[src/rtl/tthbif_cfg_ctrl.sv]
// UART-driven config controller: byte command parser, per-lane tap registers.
// Optional drop counter at address 4'hE enabled by TTHBIF_CFG_DROPCNT_EN.
module tthbif_cfg_ctrl #(
  parameter int NUM_LANES      = 1,
  parameter int TIMEOUT_CYCLES = 1000000
) (
  input  logic                   clk_i,
  input  logic                   rst_i,
  input  logic                   en_i,
  input  logic                   rx_data_valid_i,
  input  logic [7:0]             rx_data_i,
  input  logic                   tx_data_ready_i,
  output logic                   tx_data_valid_o,
  output logic [7:0]             tx_data_o,
  output logic [2*NUM_LANES-1:0] comb_tap_sel_o,
  output logic [2*NUM_LANES-1:0] flop_tap_sel_o
);

  localparam int CW = (TIMEOUT_CYCLES > 2) ? $clog2(TIMEOUT_CYCLES) : 1;
  localparam logic [CW-1:0] TO_LAST = CW'(TIMEOUT_CYCLES - 1);

  typedef enum logic [1:0] {
    S_IDLE,
    S_WAIT,
    S_RESP
  } state_t;

  state_t          r_state;
  state_t          w_next;
  logic [3:0]      r_lane [NUM_LANES];
  logic [3:0]      r_addr;
  logic [CW-1:0]   r_cnt;
  logic            r_tx_valid;
  logic [7:0]      r_tx_data;
  logic [7:0]      w_rd_data;
  logic            w_strobe;
  logic            w_last;
  logic            w_unused;

  assign w_strobe = rx_data_valid_i & en_i;
  assign w_last   = (r_cnt == TO_LAST);
  assign w_unused = ^rx_data_i[6:4];

`ifdef TTHBIF_CFG_DROPCNT_EN
  logic [7:0] r_drop;
  logic       w_drop_inc;
  logic       w_drop_clr;

  assign w_drop_inc =
    (rx_data_valid_i & (~en_i | (r_state == S_RESP))) |
    ((r_state == S_WAIT) & en_i & ~rx_data_valid_i & w_last);
  assign w_drop_clr = (r_state == S_WAIT) & w_strobe & (r_addr == 4'hE);

  // Saturating count of dropped bytes and abandoned writes
  always_ff @(posedge clk_i) begin
    if (rst_i) begin
      r_drop <= 8'h00;
    end else if (w_drop_clr) begin
      r_drop <= 8'h00;
    end else if (w_drop_inc && r_drop != 8'hFF) begin
      r_drop <= r_drop + 8'h01;
    end
  end
`endif

  // Read mux addressed by the incoming CMD byte
  always_comb begin
    w_rd_data = 8'h00;
    if (rx_data_i[3:0] == 4'hF) begin
      w_rd_data = 8'hA5;
    end
`ifdef TTHBIF_CFG_DROPCNT_EN
    if (rx_data_i[3:0] == 4'hE) begin
      w_rd_data = r_drop;
    end
`endif
    for (int i = 0; i < NUM_LANES; i++) begin
      if (rx_data_i[3:0] == 4'(i)) begin
        w_rd_data = {4'h0, r_lane[i]};
      end
    end
  end

  // State register
  always_ff @(posedge clk_i) begin
    if (rst_i) begin
      r_state <= S_IDLE;
    end else begin
      r_state <= w_next;
    end
  end

  // Next-state logic; a DATA strobe beats a same-cycle timeout
  always_comb begin
    w_next = r_state;
    case (r_state)
      S_IDLE: begin
        if (w_strobe) begin
          w_next = rx_data_i[7] ? S_WAIT : S_RESP;
        end
      end
      S_WAIT: begin
        if (!en_i) begin
          w_next = S_IDLE;
        end else if (rx_data_valid_i) begin
          w_next = S_RESP;
        end else if (w_last) begin
          w_next = S_IDLE;
        end
      end
      S_RESP: begin
        if (tx_data_ready_i) begin
          w_next = S_IDLE;
        end
      end
      default: w_next = S_IDLE;
    endcase
  end

  // Datapath: address latch, timeout counter, lane writes, response
  always_ff @(posedge clk_i) begin
    if (rst_i) begin
      for (int i = 0; i < NUM_LANES; i++) begin
        r_lane[i] <= 4'hF;
      end
      r_addr     <= 4'h0;
      r_cnt      <= '0;
      r_tx_valid <= 1'b0;
      r_tx_data  <= 8'h00;
    end else begin
      r_tx_valid <= (w_next == S_RESP);
      case (r_state)
        S_IDLE: begin
          if (w_strobe) begin
            r_addr <= rx_data_i[3:0];
            r_cnt  <= '0;
            if (!rx_data_i[7]) begin
              r_tx_data <= w_rd_data;
            end
          end
        end
        S_WAIT: begin
          r_cnt <= r_cnt + 1'b1;
          if (w_strobe) begin
            for (int i = 0; i < NUM_LANES; i++) begin
              if (r_addr == 4'(i)) begin
                r_lane[i] <= rx_data_i[3:0];
              end
            end
            r_tx_data <= 8'h06;
          end
        end
        default: ;
      endcase
    end
  end

  assign tx_data_valid_o = r_tx_valid;
  assign tx_data_o       = r_tx_data;

  for (genvar g = 0; g < NUM_LANES; g++) begin : g_lane
    assign comb_tap_sel_o[2*g +: 2] = r_lane[g][1:0];
    assign flop_tap_sel_o[2*g +: 2] = r_lane[g][3:2];
  end

endmodule

[config.mk]
export PLATFORM = sky130hd
export DESIGN_NAME = tthbif_cfg_ctrl
export DESIGN_NICKNAME = d
export VERILOG_FILES = /design/src/rtl/tthbif_cfg_ctrl.sv
export SDC_FILE = /design/constraint.sdc
export NUM_CORES = 1
export LEC_CHECK = 0
export BUFFER_PORTS_ARGS = -buffer_cell sky130_fd_sc_hd__buf_2
export CAP_MARGIN = 5
export CORE_UTILIZATION = 38
export DETAILED_ROUTE_END_ITERATION = 8
export PLACE_DENSITY = 0.63
export SYNTH_ARGS = -nofsm -noshare
export SYNTH_HDL_FRONTEND = slang
export SYNTH_SLANG_ARGS = --single-unit
export TNS_END_PERCENT = 20
[constraint.sdc]
create_clock -name clk_i -period 1.8 [get_ports clk_i]
set_input_delay 0.09 -clock clk_i [delete_from_list [all_inputs] [get_ports clk_i]]
set_output_delay 0.09 -clock clk_i [all_outputs]
set_load 0.02 [all_outputs]
# Word level (Yosys, flattened, before mapping)
# Memories as Yosys holds them, arrays and structs flattened.
# Cells that the tools add are included.
# totals
reg_bits,35
latchBits,0
ram_bits,4
mem_bits_ro,0
in_bits,13
out_inout_bits,13
wordCells,48
mem_count,1
# memory_table
name,words,width,rd,rd_clocked_by_memory_dff,wr,line,source
r_lane,1,4,1,0,1,30,logic [3:0] r_lane [NUM_LANES];
# classes
n_addsub,1
mul,0
div_mod_pow,0
n_lt_le_gt_ge,0
n_eq_ne,8
n_shift,0
n_mux,24
bitwise,1
n_reduce_logical,8
# op_table
cell,count
$mux 8,5
$pmux 20 s2,1
$add 20x1->20 const B,1
$eq 20x20->1 const B,1
$mux 20,1
$pmux 8 s2,1
$mux 2,6
$logic_not 4->1,2
$mux 1,8
$ne 2x2->1 const B,3
$pmux 2 s3,1
$eq 2x2->1 const B,2
$eq 4x4->1 const B,1
$mux 4,1
$reduce_and 2->1,2
$reduce_and 4->1,1
$reduce_or 4->1,1
$eq 2x1->1 const B,1
$logic_not 2->1,1
$reduce_bool 2->1,1
$and 1x1->1,1

# Logic depth before layout (Yosys ltp)
# Gate-level depths: netlist of run 1.
# logic_depth
depth_word,8
mapped_depth,6
depth_no_buf,5

# Least setup slack after synthesis of run 1
# OpenSTA, ideal clock, no wires.
# synth_path
kind,reg-to-reg
from,reg r_state[1]
to,"mem r_lane[0][0], data pin"
setup_time_ns,0.267
arrival_ns,1.358
required_ns,1.533
path_slack_ns,0.176
path_stages_with_launch,5
n_path_buf,0
synth_period_minus_slack_ns,1.624
cell_sequence,dfxtp_1 > nand3b_1 > or4b_1 > nor3_1 > nand2b_1
# synth_between
elab_chain_len,6
# synth_rtl
element,line,source
from (decl),28,state_t r_state;
from (signal assigned),89,r_state <= w_next;
$eq 2x1->1,132,case (r_state)
$mux 1,132,
$mux 1,122,if (rst_i) begin
$mux 1 (implied by the code),147,r_lane[i] <= rx_data_i[3:0];
$reduce_or 4->1 (no line),--,
$mux 4 (no line),--,
to (decl),30,
# Every way passes these cells.

# Final worst setup path of run 1
# layout_path
from,reg r_state[1]
to,"mem r_lane[0][0], enable pin"
# layout_between
elab_chain_len,6
# layout_rtl
element,line
$eq 2x1->1 *,132
$mux 1 *,132
$mux 1 *,122
$mux 1 (implied by the code) *,147
$reduce_or 4->1 (no line),--
$mux 1 (no line) *,--
# Mark *: on every way between the ends. The rest lies on a longest branch, timed or not.

==> flow_summary.ini, run 1 <==
[floorplanning]
start_util_pct = 39.57
die_h_um = 69.34
dieArea_um2 = 4807
coreArea_um2 = 4354
die_w_um = 69.34
row_count = 24
ios = 26

[critical_path]
crit_type = register to register
crit_fanout = 8
arrival_ns = 1.77
cp.required_ns = 1.82
startpoint_type = register
cpPeakStageDelay_ns = 0.55
critPathSlowestCell = or4b_1
crit_path_end_kind = register
worstPathCellList = nand3b_1 > or4b_1 > o21bai_1 > buf_4

[power_and_ir_drop]
p_sw_share_pct = 23.17
peakVddDrop_mv = 0.4610
p_leak_uw = 0.0007243
p_int_uw = 1270
powerDensity_nw_per_um2 = 800.4
power_frac_seq_pct = 50.1
combinationalPowerShare_pct = 6.5
switching_power_uw = 383.1
power.share.clock_pct = 43.4

[global_routing]
track_usage_pct = 17.21
grt_pass1_wl_um = 6548
overflow = 0
grt_pass1_vias = 1430
grt_max_degree = 20
antenna_found_initial = 0

[finish]
synthToLayoutAreaGrowth_pct = 19.90
layout_commonest_cell = dfxtp_1
fillers = 454
final_area_um2 = 2066
final_util_pct = 47.44
nets = 247
final_cell_mix = 32 x dfxtp_1, 27 x nand2_1, 26 x a21oi_1, 20 x buf_2, 17 x buf_4
drive_gt1_share_pct = 20.94
antenna-diode-count = 0

[clocking]
post_cts_buffers = 0
clock_latency_ns = 0.30
ctsHtreeMaxLevel = 2
cts.sinks = 36
cts_root_buffer = clkbuf_8
clk_pin_slew_worst_paths_ns = 0.08
cts_hold_buf = 0
cts_buffers = 5
tritoncts = built
clockBufferDepth = 2

[synthesis]
synth_cell_types = 43
syn_area_per_cell_um2 = 8.529
yosysWarnings = 0
syn-instance-count = 202
synth_top_flop_cell = dfxtp_1
synth_edf_count = 4
synth_seq_area_share_pct = 44.15
ys_seq_elements = 36
synthArstFlopShare_pct = 0
syn-cell-area_um2 = 1723

[timing]
setup_violations = 0
period_share_pct = 97.25
fin_skew_ns = 0.009699
maxSlewViolCount = 0
fmax_mhz = 571.3
hold_viol = 0
period_minus_slack_ns = 1.751

[drt]
first_pass_iters = 4
drt-initial-drc-count = 62
remaining_drc_errors = 0
ant_nets = 0
finalWirelength_um = 3755
vias = 1529
wl_per_cell_um = 13.13
via_per_inst = 5.346

[outcome]
status = finished clean

[placed_design]
port_buffers = 20
place_congestion = 0.7633
placed_area_um2 = 1949
dp_hpwl_um = 2706

[worst_hold_path]
hp-class = input port to register

[run]
max_cap_viol_count = 0
through the flow:
step	hold WS [ns]	cells	total power [uW]	setup TNS (ns)	worst slack, ns
global placement	0.3681	278	955.1	0	0.1451
floorplan	0.2260	203	913.1	0	0.1757
finish	0.05609	286	1653	0	0.04949
global route	0.07093	286	1721	-0.06927	-0.01734
detailed placement	0.3722	278	954.7	0	0.1151
CTS	0.05334	286	1674	0	0.08703
worst max-delay path: cells and delay by family (launching register included):
| family | cells | cell delay (ns) |
|---|---|---|
| simple gates | 2 | 0.77 |
| compound gates | 1 | 0.18 |
| buf+inv | 1 | 0.15 |
| flops | 1 | 0.37 |
cells by family after synthesis:
group	after synthesis	share of synthesized area, %
DFF	36	44.15
AOI/OAI and AO/OA	50	17.58
and+or+nand+nor	94	30.79
buffers and inverters	17	4.721
other	1	0.2177
muxes	2	1.307
xor gates and xnor gates	1	0.5084
adders and majority gates	1	0.7261
area by class of cell:
cell class	count	area [um2]	area share [%]
Multi-Input combinational cell	150	889.6	43.06
Sequential cell	36	760.7	36.83
Clock inverter	3	42.54	2.059
Timing Repair Buffer	37	227.7	11.02
Tap cell	52	65.06	3.150
Clock buffer	5	68.82	3.331
Inverter	3	11.26	0.5451
path summary, 6_finish.rpt:
| path | cells past startpoint | to | start | slack [ns] |
|---|---|---|---|---|
| worst max-delay path | 4 | r_lane[0][0]$_SDFFCE_PN1P_ | r_state[1]$_SDFF_PP0_ | 0.05 |
| worst min-delay path | 3 | r_addr[0]$_SDFFE_PP0P_ | rx_data_i[0] | 0.06 |
| worst max register to register | 4 | r_lane[0][0]$_SDFFCE_PN1P_ | r_state[1]$_SDFF_PP0_ | 0.05 |
| worst min register to register | 2 | r_addr[2]$_SDFFE_PP0P_ | r_addr[2]$_SDFFE_PP0P_ | 0.45 |
power groups by stage:
stage	Clock [uW]	Combinational (uW)	Sequential [uW]
after detailed placement	0	108	847
after floorplan	0	61.3	852
after global routing	770	121	830
after global placement	0	108	847
after CTS	738	108	828
final	717	108	829
flip-flops by register name, summed over array words and instances, names as in the netlist:
name and cells:
tx_data_o 5, tx_data_valid_o 1, r_lane 4, r_cnt 20
r_addr 4, r_state 2
synthesized netlist by cell type, drive strengths merged, types with 2 or more instances:
master,number,area share [%]
a21oi,26,7.6
a311oi,2,1.0
a31oi,3,1.1
and4,4,2.0
buf,6,2.3
clkbuf,8,1.7
dfxtp,32,37
edfxtp,4,7.0
inv,3,0.65
mux2,2,1.3
nand2,27,5.9
nand2b,4,1.5
nand3,9,2.6
nand3b,5,2.2
nand4,5,2.7
nor2,13,2.8
nor3,3,0.87
nor3b,2,0.87
nor4,2,0.73
o211ai,8,3.5
o21ai,4,1.2
o311ai,2,1.0
or3,9,3.3
or4,2,0.87
timing repair:
item                                    4_1_cts  5_1_grt
hold endpoints to repair                      0        0
gates resized for setup                       0        1
endpoints found under the setup margin        0        4
per-layer routing:
metal	routed length, um	track usage (%)	vias up	share of wire (%)
met4	71	7.483	0	1.9
li1	-	-	796	-
met3	105	4.797	6	2.8
met1	1873	23.12	710	50
met5	0	0	-	0
met2	1703	25.78	17	45
No activity file was read; power rests on OpenSTA's default activity.
==> run 2: changes to the inputs <==
--- a/config.mk
+++ b/config.mk
@@ -9,7 +9,7 @@
 export CAP_MARGIN = 5
 export CORE_UTILIZATION = 38
 export DETAILED_ROUTE_END_ITERATION = 8
-export PLACE_DENSITY = 0.63
+export PLACE_DENSITY = 0.65
 export SYNTH_ARGS = -nofsm -noshare
 export SYNTH_HDL_FRONTEND = slang
 export SYNTH_SLANG_ARGS = --single-unit
==> constraint.sdc (replaced) <==
create_clock -name clk_i -period 1.44 [get_ports clk_i]
set_input_delay 0.432 -clock clk_i [delete_from_list [all_inputs] [get_ports clk_i]]
set_output_delay 0.432 -clock clk_i [all_outputs]
set_load 0.02 [all_outputs]
==> run 2 against run 1 <==
The flow now finishes with violations (negative setup slack); clock power decreased by 2%; die area unchanged; sequential cell count unchanged; critical path depth unchanged; non-clock buffer count increased by 28; sequential power increased by 25%; clock skew decreased by 0.0067 ns; largest cell class unchanged; critical endpoint is now r_lane[0][3]$_SDFFCE_PN1P_; worst hold slack improved by 0.36 ns; total power increased by 16%; utilization increased by 6.7 points; routed wire length increased by 15%; fmax increased by 6.7%.
==> flow_summary.ini, run 2 (synthesized netlist as in run 1, its figures left out) <==
[finish]
synthToLayoutAreaGrowth_pct = 36.89
layout_commonest_cell = buf_4
nets = 275
fillers = 397
largest_reg_flops = 20
antenna-diode-count = 0
final_cell_mix = 43 x buf_4, 28 x dfxtp_1, 26 x nand2_1, 21 x a21oi_1, 20 x buf_2
drive_gt1_share_pct = 37.40
top_register = r_cnt

[drt]
wl_per_cell_um = 13.81
ant_nets = 0
vias = 1680
remaining_drc_errors = 0
drt-initial-drc-count = 80
first_pass_iters = 4
finalWirelength_um = 4336
via_per_inst = 5.350

[timing]
maxSlewViolCount = 0
hold_viol = 0
period_share_pct = 113.9
fin_setup_tns_ns = -1.849
period_minus_slack_ns = 1.640
fin_skew_ns = 0.003044
fin_ws_ns = -0.2000
rsz0062_at_grt = true
fmax_mhz = 609.7
setup_violations = 15

[critical_path]
startpoint_type = register
timing.critical_path.from = r_state[1]$_SDFF_PP0_
r2r_start = r_state[1]$_SDFF_PP0_
arrival_ns = 1.69
reg2reg_slack_ns = -0.20
crit_path_end_kind = register
crit_end = r_lane[0][3]$_SDFFCE_PN1P_
cpPeakStageDelay_ns = 0.55
r2r_end = r_lane[0][3]$_SDFFCE_PN1P_
crit_fanout = 6
worstPathCellList = nand3b_1 > or4b_4 > nor3_4 > nand2b_1
critPathSlowestCell = or4b_4
crit_type = register to register
rr_worst_depth = 4
cp.required_ns = 1.49

[clocking]
cts.sinks = 36
ctsHtreeMaxLevel = 2
clk_pin_slew_worst_paths_ns = 0.07
clock_latency_ns = 0.30
clockBufferDepth = 2
cts_buffers = 5
cts_root_buffer = clkbuf_8
cts_hold_buf = 0
tritoncts = built

[global_routing]
grt_pass1_vias = 1582
grt_max_degree = 21
track_usage_pct = 18.62
grt_pass1_wl_um = 7134
antenna_found_initial = 0
overflow = 0

[floorplanning]
die_h_um = 69.34
ios = 26
die_w_um = 69.34
dieArea_um2 = 4807
row_count = 24
coreArea_um2 = 4354
start_util_pct = 39.57

[placed_design]
place_congestion = 0.7623
port_buffers = 20
dp_hpwl_um = 2969

[run]
max_cap_viol_count = 0

[worst_hold_path]
min_from = tx_data_ready_i
hp-class = input port to register

[power_and_ir_drop]
p_leak_uw = 0.0008764
powerDensity_nw_per_um2 = 814.7
peakVddDrop_mv = 0.4710
finalPower_uw = 1922

[outcome]
status = finished with violations
violations = negative setup slack
-- run 2: changes by cell type in the layout (fill, tap and decap cells not counted), moves of 2 or more --
cell | before | now
dfxtp_2 | 0 | 3
buf_4 | 17 | 43
or3_1 | 9 | 5
buf_6 | 0 | 2
a21oi_2 | 0 | 5
or3_4 | 0 | 4
and4_1 | 4 | 2
dfxtp_1 | 32 | 28
and4_4 | 0 | 2
a21oi_1 | 26 | 21
-- run 2: what timing repair did --
action | CTS | global route
pin swaps | 10 | 7
buffers inserted | 2 | 0
resized for setup | 12 | 16
endpoints found under the setup margin | 20 | 23
-- run 2: final cells by class --
class	count	area [um2]	area share, %
multi-input cells	150	985.9	41.80
flip-flops and latches	36	768.2	32.57
repair buffers	65	445.4	18.89
clock buffers	5	68.82	2.918
well taps	52	65.06	2.759
clock inverters	3	13.76	0.5836
inverters	3	11.26	0.4775
-- run 2: worst min path at each step --
stage / to / slack, ns / depth (start not counted)
2_1_floorplan: r_addr[1]$_SDFFE_PP0P_ / 0.44 / 2
3_3_place_gp: r_addr[0]$_SDFFE_PP0P_ / 0.45 / 2
3_5_place_dp: r_addr[1]$_SDFFE_PP0P_ / 0.46 / 2
4_1_cts: r_state[1]$_SDFF_PP0_ / 0.41 / 4
5_1_grt: r_state[1]$_SDFF_PP0_ / 0.44 / 4
6_report: r_state[1]$_SDFF_PP0_ / 0.42 / 4
-- run 2: routing by layer --
metal	global-route usage [%]	share of wire [%]
met3	5.378	3.7
met1	23.81	48
met4	8.617	1.7
met2	28.91	47
met5	0	0
-- run 2: where the power goes --
group | internal, uW | switching [uW]
Sequential | 1030 | 10.8
Combinational | 81.6 | 99.4
Clock | 328 | 376
Total | 1440 | 486
-- run 2: worst max-delay path: cells and delay by family (launching register included) --
| family | cells | cell delay (ns) |
|---|---|---|
| simple gates | 4 | 1.03 |
| flops | 1 | 0.36 |
-- run 2: through the flow --
| stage | hold WS, ns | std cells | worst slack, ns | util (%) | area [um2] |
|---|---|---|---|---|---|
| after floorplan | 0.4363 | 203 | -0.1072 | - | 1739 |
| after global placement | 0.4468 | 304 | -0.2610 | 49.54 | 2157 |
| after detailed placement | 0.4574 | 304 | -0.3068 | 49.54 | 2157 |
| after CTS | 0.4149 | 314 | -0.2026 | 52.82 | 2300 |
| after global routing | 0.4377 | 314 | -0.2476 | 54.17 | 2359 |
| final | 0.4178 | 314 | -0.2000 | 54.17 | 2359 |
==> run 3: changes to the inputs <==
--- a/config.mk
+++ b/config.mk
@@ -5,11 +5,11 @@
 export SDC_FILE = /design/constraint.sdc
 export NUM_CORES = 1
 export LEC_CHECK = 0
+export ABC_AREA = 1
 export BUFFER_PORTS_ARGS = -buffer_cell sky130_fd_sc_hd__buf_2
 export CAP_MARGIN = 5
 export CORE_UTILIZATION = 38
 export DETAILED_ROUTE_END_ITERATION = 8
-export PLACE_DENSITY = 0.65
 export SYNTH_ARGS = -nofsm -noshare
 export SYNTH_HDL_FRONTEND = slang
 export SYNTH_SLANG_ARGS = --single-unit
==> run 3 against run 2 <==
Synthesized area increased by 9.5%; largest power group unchanged; sequential share of layout area increased by 1.1 points; clock skew grew 0.0019 ns; critical endpoint is now r_cnt[14]$_SDFFE_PP0P_; clock-buffer cell count increased by 1; final cell count grew 19%; total power increased by 8.7%; the run now ends clean.
==> flow_summary.ini, run 3 <==
[outcome]
status = finished clean

[synthesis]
yosysWarnings = 0
ys_seq_elements = 36
yosysMostFrequentCell = nand2_1
synth_top_flop_cell = dfxtp_1
synth_seq_area_share_pct = 40.32
syn_area_per_cell_um2 = 6.988
syn-instance-count = 270
syn-cell-area_um2 = 1887
synthArstFlopShare_pct = 0
yosysTopAreaCell = dfxtp_1
yosys-top-cells-area = dfxtp_1 34%, nand2_1 12%, edfxtp_1 6.4%
synth_edf_count = 4
yosys.area.top_type_share_pct = 33.95
ys_top_cells_by_count = 58 x nand2_1, 32 x dfxtp_1, 32 x inv_1, 32 x nor2_1, 22 x nand3_1
synth_cell_types = 31

[power_and_ir_drop]
p_sw_share_pct = 23.27
p_leak_uw = 0.0009148
p_int_uw = 1603
powerDensity_nw_per_um2 = 921.9
power.share.clock_pct = 42.3
combinationalPowerShare_pct = 7.9
switching_power_uw = 486.1
power_frac_seq_pct = 49.7
peakVddDrop_mv = 0.4501

[drt]
ant_nets = 0
drt-initial-drc-count = 81
wl_per_cell_um = 11.84
remaining_drc_errors = 0
first_pass_iters = 4
finalWirelength_um = 4415
via_per_inst = 4.743
vias = 1769

[critical_path]
crit_path_end_kind = register
startpoint_type = register
crit_type = register to register
cp.required_ns = 1.63
cpPeakStageDelay_ns = 0.35
arrival_ns = 1.54
critPathSlowestCell = dfxtp_2
critPathTopFamily = simple AND/OR/NAND/NOR gates
crit_fanout = 4
worstPathCellList = ha_2 > nand3_1 > inv_2 > nand2_1 > inv_2 > nand3_1 > o21ai_1 > nor2_1
worst-path-buf-inv = 2

[global_routing]
antenna_found_initial = 0
grt_max_degree = 14
grt_pass1_wl_um = 7424
overflow = 0
track_usage_pct = 18.57
grt_pass1_vias = 1618

[floorplanning]
dieArea_um2 = 5251
start_util_pct = 39.68
ios = 26
row_count = 25
die_h_um = 72.47
coreArea_um2 = 4755
die_w_um = 72.47

[finish]
final_util_pct = 47.66
final_cell_mix = 58 x nand2_1, 32 x inv_1, 31 x dfxtp_1, 29 x nor2_1, 22 x nand3_1
fillers = 522
largest_reg_flops = 20
synthToLayoutAreaGrowth_pct = 20.09
layout_commonest_cell = nand2_1
nets = 319
antenna-diode-count = 0
drive_gt1_share_pct = 21.90
fin_cells = 373
top_register = r_cnt

[placed_design]
placed_cells_incl_taps = 365
place_congestion = 0.8474
port_buffers = 20
dp_hpwl_um = 3363

[timing]
setup_violations = 0
hold_viol = 0
hold_slack_ns = 0.4408
period_minus_slack_ns = 1.349
maxSlewViolCount = 0
fin_skew_ns = 0.004895
rsz0062_at_grt = true
period_share_pct = 93.68
fmax_mhz = 741.3

[clocking]
ctsHtreeMaxLevel = 2
cts_hold_buf = 0
cts_buffers = 5
cts_root_buffer = clkbuf_8
tritoncts = built
cts.sinks = 36
clk_pin_slew_worst_paths_ns = 0.07
clock_latency_ns = 0.29
clockBufferDepth = 2

[worst_hold_path]
hp-class = input port to register

[run]
max_cap_viol_count = 0
## run 3: what timing repair did
item / 4_1_cts / 5_1_grt
gates resized for setup: 0 / 5
setup buffers: 0 / 0
endpoints found under the setup margin: 0 / 7
## run 3: final timing paths
check	from	to	slack, ns	depth (start not counted)
setup reg to reg	r_cnt[1]$_SDFFE_PP0P_	r_cnt[14]$_SDFFE_PP0P_	0.09	8
setup / recovery	r_cnt[1]$_SDFFE_PP0P_	r_cnt[14]$_SDFFE_PP0P_	0.09	8
hold reg to reg	tx_data_o[3]$_SDFFE_PP0P_	tx_data_o[3]$_SDFFE_PP0P_	0.47	2
hold / removal	rx_data_i[3]	r_addr[3]$_SDFFE_PP0P_	0.44	3
## run 3: cell families (layout without fill, tap and decap cells)
logic type,after synthesis,in the layout,synth area share (%)
flip-flops,36,36,40.32
AO/OA/AOI/OAI,46,46,13.79
other,1,2,0.1987
AND/OR/NAND/NOR,138,138,33.95
buffers and inverters,48,83,11.07
adder cells (fa/ha/maj),1,1,0.6630
## run 3: area by class of cell
| class | instances | area, um2 | share of cell area [%] |
|---|---|---|---|
| tap | 67 | 83.83 | 3.700 |
| inverter | 39 | 148.9 | 6.571 |
| clock inverter | 2 | 35.03 | 1.546 |
| timing repair buffer | 36 | 232.7 | 10.27 |
| sequential | 36 | 762.0 | 33.63 |
| clock buffer | 6 | 72.57 | 3.203 |
| multi-input combinational | 187 | 930.9 | 41.08 |
## run 3: stage by stage
step	power (uW)	TNS, ns	area (um2)	worst slack, ns
3_5_place_dp	1229	-0.04205	2147	-0.02420
4_1_cts	2112	0	2255	0.04587
3_3_place_gp	1227	-0.001672	2147	-0.001672
5_1_grt	2175	-0.08815	2266	-0.04365
6_report	2089	0	2266	0.09098
2_1_floorplan	1166	0	1891	0.1654
## run 3: per-layer routing
layer	vias to the layer above	global-route usage, %	wire [um]
li1	950	-	-
met5	-	0	0
met1	780	25.45	2112
met2	37	28.25	2075
met4	0	6.536	19
met3	2	4.722	208
## run 3: worst reg2reg max path, delay by kind of cell (launching register included)
kind / cells / cell delay (ns)
AO/OA/AOI/OAI: 1 / 0.15
AND/OR/NAND/NOR: 4 / 0.37
adder cells (fa/ha/maj): 1 / 0.19
buffers and inverters: 2 / 0.19
flip-flops: 1 / 0.35
## run 3: power groups by stage
| stage | logic [uW] | clock network [uW] | registers, uW |
|---|---|---|---|
| CTS | 168 | 905 | 1040 |
| floorplan | 96.6 | 0 | 1070 |
| global placement | 166 | 0 | 1060 |
| global route | 186 | 949 | 1040 |
| detailed placement | 167 | 0 | 1060 |
| finish | 166 | 884 | 1040 |
